## src/rtl/pix_collect_if.sv

```systemverilog
// Pixel-in / byte-out bundle for pix_collect: pixel stream, host handshake and status flags.
interface pix_collect_if;
    logic       pix;
    logic       pvalid;
    logic       rdy;
    logic [7:0] data;
    logic       dvalid;
    logic       line_done;
    logic       frame_done;
    logic       overflow;

    modport master (
        output pix, pvalid, rdy,
        input  data, dvalid, line_done, frame_done, overflow
    );

    modport slave (
        input  pix, pvalid, rdy,
        output data, dvalid, line_done, frame_done, overflow
    );
endinterface

```

## src/rtl/pix_collect.sv

```systemverilog
// Packs the 1-bit morphology output MSB-first into bytes, queues them in a
// small FIFO for the host, and tracks raster position for line/frame pulses.
module pix_collect #(
    parameter int W     = 256,
    parameter int H     = 256,
    parameter int DEPTH = 4
) (
    input  logic         clk,
    input  logic         rst,
    pix_collect_if.slave bus
);
    localparam int CW = (W > 1) ? $clog2(W) : 1;
    localparam int RW = (H > 1) ? $clog2(H) : 1;
    localparam int AW = $clog2(DEPTH);
    localparam logic [CW-1:0] COL_LAST = CW'(W - 1);
    localparam logic [RW-1:0] ROW_LAST = RW'(H - 1);
    localparam logic [AW:0]   FULL     = (AW + 1)'(DEPTH);

    logic [7:0]    sh;
    logic [2:0]    bit_cnt;
    logic [CW-1:0] col;
    logic [RW-1:0] row;

    logic [7:0]    mem [DEPTH];
    logic [AW-1:0] wr_ptr;
    logic [AW-1:0] rd_ptr;
    logic [AW-1:0] rd_next;
    logic [AW:0]   count;
    logic [AW:0]   count_next;

    logic [7:0]    byte_in;
    logic [7:0]    head_next;
    logic          push;
    logic          pop;
    logic          full;
    logic          push_ok;
    logic          drop;
    logic          col_last;
    logic          row_last;

    // Next-state decode for the packer and FIFO; the head byte is precomputed
    // so data can be registered while still tracking the FIFO head exactly.
    always_comb begin
        byte_in    = {sh[6:0], bus.pix};
        push       = bus.pvalid && (bit_cnt == 3'd7);
        pop        = bus.dvalid && bus.rdy;
        full       = (count == FULL);
        push_ok    = push && (!full || pop);
        drop       = push && full && !pop;
        rd_next    = pop ? rd_ptr + AW'(1) : rd_ptr;
        count_next = count + {{AW{1'b0}}, push_ok} - {{AW{1'b0}}, pop};
        // A push landing in the slot that becomes head (empty, or last entry popped)
        head_next  = (push_ok && (wr_ptr == rd_next)) ? byte_in : mem[rd_next];
        col_last   = (col == COL_LAST);
        row_last   = (row == ROW_LAST);
    end

    // FIFO storage write; contents need no reset since pointers gate visibility.
    always_ff @(posedge clk) begin
        if (!rst && push_ok) begin
            mem[wr_ptr] <= byte_in;
        end
    end

    // Packer, raster counters, FIFO pointers and registered outputs.
    always_ff @(posedge clk) begin
        if (rst) begin
            sh             <= '0;
            bit_cnt        <= '0;
            col            <= '0;
            row            <= '0;
            wr_ptr         <= '0;
            rd_ptr         <= '0;
            count          <= '0;
            bus.data       <= 8'h00;
            bus.dvalid     <= 1'b0;
            bus.line_done  <= 1'b0;
            bus.frame_done <= 1'b0;
            bus.overflow   <= 1'b0;
        end else begin
            bus.line_done  <= 1'b0;
            bus.frame_done <= 1'b0;
            if (bus.pvalid) begin
                sh      <= byte_in;
                bit_cnt <= bit_cnt + 3'd1;
                if (col_last) begin
                    col           <= '0;
                    bus.line_done <= 1'b1;
                    if (row_last) begin
                        row            <= '0;
                        bus.frame_done <= 1'b1;
                    end else begin
                        row <= row + RW'(1);
                    end
                end else begin
                    col <= col + CW'(1);
                end
            end
            if (push_ok) begin
                wr_ptr <= wr_ptr + AW'(1);
            end
            rd_ptr     <= rd_next;
            count      <= count_next;
            bus.dvalid <= (count_next != '0);
            if (count_next != '0) begin
                bus.data <= head_next;
            end
            if (drop) begin
                bus.overflow <= 1'b1;
            end
        end
    end
endmodule

```

## src/flat_wrapper.sv

```systemverilog
// flat-port wrapper written by rule: the top's interface ports become plain ports
module pix_collect_flat 
#(
    parameter int W     = 256,
    parameter int H     = 256,
    parameter int DEPTH = 4
)
  (clk, rst, bus_pix, bus_pvalid, bus_rdy, bus_data, bus_dvalid, bus_line_done, bus_frame_done, bus_overflow);
  pix_collect_if bus_i ();
  input  logic clk;
  input  logic rst;
  input wire logic [$bits(bus_i.pix)-1:0] bus_pix;
  input wire logic [$bits(bus_i.pvalid)-1:0] bus_pvalid;
  input wire logic [$bits(bus_i.rdy)-1:0] bus_rdy;
  output wire logic [$bits(bus_i.data)-1:0] bus_data;
  output wire logic [$bits(bus_i.dvalid)-1:0] bus_dvalid;
  output wire logic [$bits(bus_i.line_done)-1:0] bus_line_done;
  output wire logic [$bits(bus_i.frame_done)-1:0] bus_frame_done;
  output wire logic [$bits(bus_i.overflow)-1:0] bus_overflow;
  assign bus_i.pix = bus_pix;
  assign bus_i.pvalid = bus_pvalid;
  assign bus_i.rdy = bus_rdy;
  assign bus_data = bus_i.data;
  assign bus_dvalid = bus_i.dvalid;
  assign bus_line_done = bus_i.line_done;
  assign bus_frame_done = bus_i.frame_done;
  assign bus_overflow = bus_i.overflow;
  pix_collect #(.W(W), .H(H), .DEPTH(DEPTH)) u_core (.clk(clk), .rst(rst), .bus(bus_i));
endmodule
```

## config.mk

```make
export PLATFORM = sky130hd
export DESIGN_NAME = pix_collect_flat
export DESIGN_NICKNAME = d
export VERILOG_FILES = /design/src/rtl/pix_collect_if.sv /design/src/rtl/pix_collect.sv /design/src/flat_wrapper.sv
export SDC_FILE = /design/constraint.sdc
export NUM_CORES = 1
export LEC_CHECK = 0
export ABC_AREA = 1
export BUFFER_PORTS_ARGS = -buffer_cell sky130_fd_sc_hd__clkbuf_2
export CAP_MARGIN = 20
export CORE_MARGIN = 5
export CORE_UTILIZATION = 39
export CTS_CLUSTER_SIZE = 20
export DETAILED_ROUTE_END_ITERATION = 16
export GPL_ROUTABILITY_DRIVEN = 0
export HOLD_SLACK_MARGIN = 0.02
export SYNTH_ARGS = -nofsm -noshare
export SYNTH_HDL_FRONTEND = slang
export SYNTH_SLANG_ARGS = --single-unit
```

## constraint.sdc

```tcl
create_clock -name clk -period 2.9 [get_ports clk]
set_input_delay 0.87 -clock clk [delete_from_list [all_inputs] [get_ports clk]]
set_output_delay 0.87 -clock clk [all_outputs]
set_load 0.005 [all_outputs]
```

==> flow_summary.json, run 1 <==
{
  "layout_commonest_cell": "nand2_1",
  "gr-usage-all-layers_pct": 14.39,
  "avgSynthCellArea_um2": 8.938,
  "fin_cells": 517,
  "hold_class": "reg -> reg",
  "synthArstFlopShare_pct": 0,
  "diodes": 0,
  "finalHoldViolCount": 0,
  "cts_tree": "yes",
  "rsz0062_at_grt": "false",
  "finalClockSkew_ps": 10.01,
  "cts-hold-fix-buffers": 0,
  "setup_viol_count_final": 0,
  "post-route-period-util_pct": 86.24,
  "grt_max_degree": 23,
  "clkLatencyLatePin_ps": 350,
  "netlist-cell-type-count": 31,
  "critPathTopFamily": "adder cells",
  "slowest_delay_ps": 410,
  "crit_path_max_fanout": 9,
  "required_ps": 3190,
  "place_inst": 501,
  "ys.flop_type": "dfxtp_1",
  "synth_edf_count": 32,
  "syn_to_final_growth_pct": 13.55,
  "io_buffers": 16,
  "p_per_area_nw_per_um2": 680.8,
  "cp-start-kind": "flip-flop",
  "cts_root_buf": "clkbuf_8",
  "clockBufferDepth": 2,
  "power.total_mw": 2.598,
  "grt_pass1_vias": 2507,
  "synth-seq-area-share_pct": 55.40,
  "crit_type": "reg -> reg",
  "rows": 33,
  "wl_mm": 6.814,
  "drive_above_1_share_pct": 16.02,
  "arrival_ps": 2790,
  "ys_ff_latch": 77,
  "die-area_um2": 10570,
  "avgViaCountPerCell": 4.865,
  "num_vias": 2515,
  "clock.fmax_mhz": 399.8,
  "synth.cell_area_um2": 3361,
  "outcome": "complete, no violations",
  "core_um2": 8299,
  "antenna_found_initial": 0,
  "die_y_um": 102.8,
  "dr.pass1.iters": 4,
  "nets": 423,
  "crit_top_cell": "nand2_1",
  "wire_per_inst_um": 13.18,
  "h-tree-depth": 3,
  "dp_hpwl_mm": 4.771,
  "grt_pass1_wl_mm": 11.74,
  "clkSlewWorstSetupHoldPaths_ps": 90,
  "initial_core_util_pct": 40.49,
  "static-leakage-power_nw": 1.588,
  "ios": 17,
  "synthCells": 376,
  "worst_ir_drop_vdd_mv": 0.3116,
  "crit_path_end_kind": "flip-flop",
  "postSynthNetCount": 392,
  "n_fill_cell": 803,
  "drc": 0,
  "tightest_slew_ps": 395.0,
  "cts_made_buffers": 9,
  "die_w_um": 102.8,
  "path_buf_inv": 4,
  "max_slew_margin_pct": 73.67,
  "crit_slowest_cell": "fa_1",
  "ant_nets": 0,
  "synth_warnings": 0,
  "crit_chain": "ha_1, ha_1, nand2_1, clkinv_1, nand2_1, inv_1, ha_1, fa_1, nand3b_1, nand2_1, inv_2, nand2_1, nand2_1, inv_2, nand3_1, nand2_1",
  "cap_viol_max_count": 0,
  "final_cell_mix": "nand2_1 (83), nand3_1 (56), dfxtp_1 (45)",
  "drt-initial-drc-count": 141,
  "overflow": 0,
  "fin_crit_ps": 2501,
  "slew_violations": 0,
  "cts_sinks": 77
}
-- per-layer routing --
layer  part of all wire (%)  wire, um  global-route usage [%]
met1                     47      3187                   18.07
met5                      0         0                       0
met2                     49      3372                   24.83
met4                    1.3        87                   5.378
met3                    2.5       167                   2.503
-- worst min-delay path, cell delays in order, from the launching register on --
cell,delay [ps]
dfxtp_1,330
inv_1,50
a21oi_1,50
-- cell usage after synthesis, types with 4 or more instances --
| master | instances | share of area [%] |
|---|---|---|
| edfxtp_1 | 32 | 29 |
| dfxtp_1 | 45 | 27 |
| o21ai_0 | 13 | 1.9 |
| nand3_1 | 56 | 8.3 |
| nand2_1 | 83 | 9.3 |
| nor3_1 | 4 | 0.60 |
| ha_1 | 10 | 3.7 |
| a21oi_1 | 17 | 2.5 |
| clkbuf_1 | 5 | 0.56 |
| inv_2 | 7 | 0.78 |
| nand4_1 | 5 | 0.93 |
| nor2_1 | 33 | 3.7 |
| inv_1 | 33 | 3.7 |
-- final cells by class --
class	instances	area [um^2]	area share, %
multi-input cells	248	1299	34.03
repair buffers	29	177.7	4.656
flip-flops and latches	77	1862	48.79
well taps	105	131.4	3.443
clock buffers	9	123.9	3.246
inverters	42	157.7	4.131
clock inverters	7	65.06	1.705
-- what timing repair did --
item,in CTS,in global routing
buffers inserted,0,0
resized for setup,0,1
hold endpoints to repair,0,0
endpoints found under the setup margin,0,6
-- worst paths after layout --
kind / start / endpoint / slack, ps / depth (start not counted)
max: u_core.bit_cnt[0] / u_core.bus.data[6] / 400 / 16
min: u_core.row[4] / u_core.row[4] / 470 / 2
max reg2reg: u_core.bit_cnt[0] / u_core.bus.data[6] / 400 / 16
min reg2reg: u_core.row[4] / u_core.row[4] / 470 / 2
-- sequential cells by signal (all words and copies together) (netlist names) --
register,flops
u_core.bit_cnt,3
u_core.bus.data,8
u_core.bus.dvalid,1
u_core.bus.frame_done,1
u_core.bus.line_done,1
u_core.bus.overflow,1
u_core.col,8
u_core.count,3
u_core.mem,32
u_core.rd_ptr,2
u_core.row,8
u_core.sh,7
u_core.wr_ptr,2
-- where the power goes --
part	internal (mW)	switching, mW	leakage [nW]
Clock	0.332	0.445	0.0943
Combinational	0.195	0.367	0.833
Sequential	1.20	0.0589	0.660
Total	1.73	0.871	1.59
-- cell families after synthesis --
logic type               share of synthesized area (%)
AND/OR/NAND/NOR                                  27.14
flip-flops                                       55.40
buffers and inverters                            6.031
AO/OA/AOI/OAI                                    6.068
adder cells (fa/ha/maj)                          4.319
XOR/XNOR                                         1.043
-- through the flow --
step | area [um^2] | hold slack [ps] | util, % | setup slack (ps) | setup TNS [ps]
floorplan | 3361 | 434.1 | - | 277.1 | 0
global placement | 3625 | 446.5 | 43.68 | -1.581 | -2.166
detailed placement | 3625 | 453.0 | 43.68 | -80.31 | -507.4
CTS | 3814 | 469.3 | 45.95 | 260.3 | 0
global route | 3816 | 479.8 | 45.98 | 122.8 | 0
finish | 3816 | 468.0 | 45.98 | 399.0 | 0
(Power assumes the default switching activity.)
==> run 2: changes to the inputs <==
Settings changed: RECOVER_POWER set to 100.
==> run 2 against run 1 <==
Net effect: die area is the same; critical path depth is 9 lower; combinational power shrank 3%.
==> flow_summary.json, run 2 (synthesis results as in run 1) <==
{
  "outcome": "complete, no violations",
  "n_fill_cell": 817,
  "arrival_ps": 2810,
  "cp-start-kind": "input port",
  "grt_max_degree": 23,
  "drc": 0,
  "hold_class": "reg -> reg",
  "setup_ws_ps": 318.4,
  "overflow": 0,
  "wire_per_inst_um": 13.24,
  "syn_to_final_growth_pct": 11.95,
  "place_area_um2": 3625,
  "p_switching_mw": 0.8562,
  "switching_share_pct": 33.29,
  "r2r_slack_ps": 430,
  "static-leakage-power_nw": 1.527,
  "grt_pass1_vias": 2507,
  "fin_crit_ps": 2582,
  "cts_sinks": 77,
  "p_per_area_nw_per_um2": 683.6,
  "worstReg2RegStart": "u_core.bit_cnt[0]",
  "slowest_delay_ps": 640,
  "finalHoldViolCount": 0,
  "finalClockSkew_ps": 9.950,
  "crit_chain": "clkbuf_2, clkbuf_1, inv_1, nor2_4, nand4_2, o21ai_0, nor2_1",
  "cts_made_buffers": 9,
  "layout_commonest_cell": "nand2_1",
  "cts_root_buf": "clkbuf_8",
  "h-tree-depth": 3,
  "r2r_cells": 16,
  "die-area_um2": 10570,
  "largest-register": "u_core.mem",
  "fin_area_um2": 3762,
  "core_um2": 8299,
  "avgViaCountPerCell": 4.901,
  "cts_tree": "yes",
  "place_ws_ps": -80.31,
  "setup_viol_count_final": 0,
  "crit_path_max_fanout": 22,
  "fin_cells": 517,
  "tightest_slew_ps": 849.0,
  "place_inst": 501,
  "cap_viol_max_count": 0,
  "ant_nets": 0,
  "ios": 17,
  "clock.fmax_mhz": 387.4,
  "dr.pass1.iters": 4,
  "min_from": "u_core.bus.data[2]",
  "drt-initial-drc-count": 128,
  "worst_ir_drop_vdd_mv": 0.3092,
  "clockBufferDepth": 2,
  "clkLatencyLatePin_ps": 350,
  "max_slew_margin_pct": 43.40,
  "rows": 33,
  "clkSlewWorstSetupHoldPaths_ps": 90,
  "wl_mm": 6.843,
  "whs_endpoint": "u_core.bus.data[2]",
  "share_comb_of_total_power_pct": 21.1,
  "required_ps": 3130,
  "gr-usage-all-layers_pct": 14.39,
  "antenna_found_initial": 0,
  "grt_pass1_wl_mm": 11.74,
  "die_y_um": 102.8,
  "crit_type": "in -> reg",
  "timing.hold.ws_ps": 467.5,
  "crit_slowest_cell": "clkbuf_1",
  "die_w_um": 102.8,
  "seq_power_share_pct": 48.9,
  "dp_hpwl_mm": 4.771,
  "initial_core_util_pct": 40.49,
  "diodes": 0,
  "final_cell_mix": "nand2_1 (85), nand3_1 (57), dfxtp_1 (45)",
  "largest_register_ffs": 32,
  "nets": 423,
  "internal-power_mw": 1.716,
  "num_vias": 2534,
  "slew_violations": 0,
  "io_buffers": 16,
  "r2r-end": "u_core.bus.data[6]",
  "hold_depth": 2,
  "drive_above_1_share_pct": 10.68,
  "rsz0062_at_grt": "false",
  "clockPowerShare_pct": 30.0,
  "crit_path_end_kind": "flip-flop",
  "cts_setup_buffers": 0,
  "post-route-period-util_pct": 89.02
}
==> run 2: worst max path at each step <==
stage          cells past startpoint              start                 end  slack (ps)
6_report                           7         bus_pvalid       u_core.row[5]         320
5_1_grt                           10         bus_pvalid       u_core.row[5]          90
4_1_cts                           13  u_core.bit_cnt[0]  u_core.bus.data[4]         260
3_5_place_dp                      12            bus_rdy  u_core.bus.data[4]         -80
3_3_place_gp                      12            bus_rdy  u_core.bus.data[4]          -2
2_1_floorplan                     11            bus_rdy  u_core.bus.data[0]         280
==> run 2: power by group through the flow <==
stage               logic [mW]  registers [mW]  clock network, mW
floorplan                0.388            1.27                  0
global placement         0.547            1.29                  0
detailed placement       0.563            1.29                  0
CTS                      0.566            1.26              0.798
global route             0.635            1.27              0.853
finish                   0.542            1.26              0.772
==> run 2: metal layers <==
layer | share of wire, % | track usage [%] | vias to the layer above
met2 | 49 | 24.83 | 40
met3 | 3.8 | 2.503 | 8
li1 | - | - | 1321
met4 | 1.4 | 5.378 | 0
met5 | 0 | 0 | -
met1 | 46 | 18.07 | 1165
==> run 2: through the flow <==
stage | TNS, ps | power, mW | utilization [%]
6_report | 0 | 2.572 | 45.33
5_1_grt | 0 | 2.758 | 45.33
4_1_cts | 0 | 2.624 | 45.95
3_5_place_dp | -507.4 | 1.849 | 43.68
3_3_place_gp | -2.166 | 1.833 | 43.68
2_1_floorplan | 0 | 1.660 | -
==> run 2: area by class of cell <==
type | instances | area (um^2) | share of cell area [%]
Sequential cell | 77 | 1862 | 49.48
Multi-Input combinational cell | 248 | 1284 | 34.12
Inverter | 42 | 157.7 | 4.190
Timing Repair Buffer | 29 | 138.9 | 3.691
Tap cell | 105 | 131.4 | 3.492
Clock buffer | 9 | 123.9 | 3.292
Clock inverter | 7 | 65.06 | 1.729
==> run 2: worst max-delay path, delay by kind of cell <==
family / cells / cell delay [ps]
AOI/OAI and AO/OA: 1 / 390
buffers and inverters: 3 / 1030
and+or+nand+nor: 3 / 500
==> run 2: what timing repair did <==
action | CTS | global route
hold buffers | 0 | 0
gates resized for setup | 0 | 1
endpoints found under the setup margin | 0 | 6
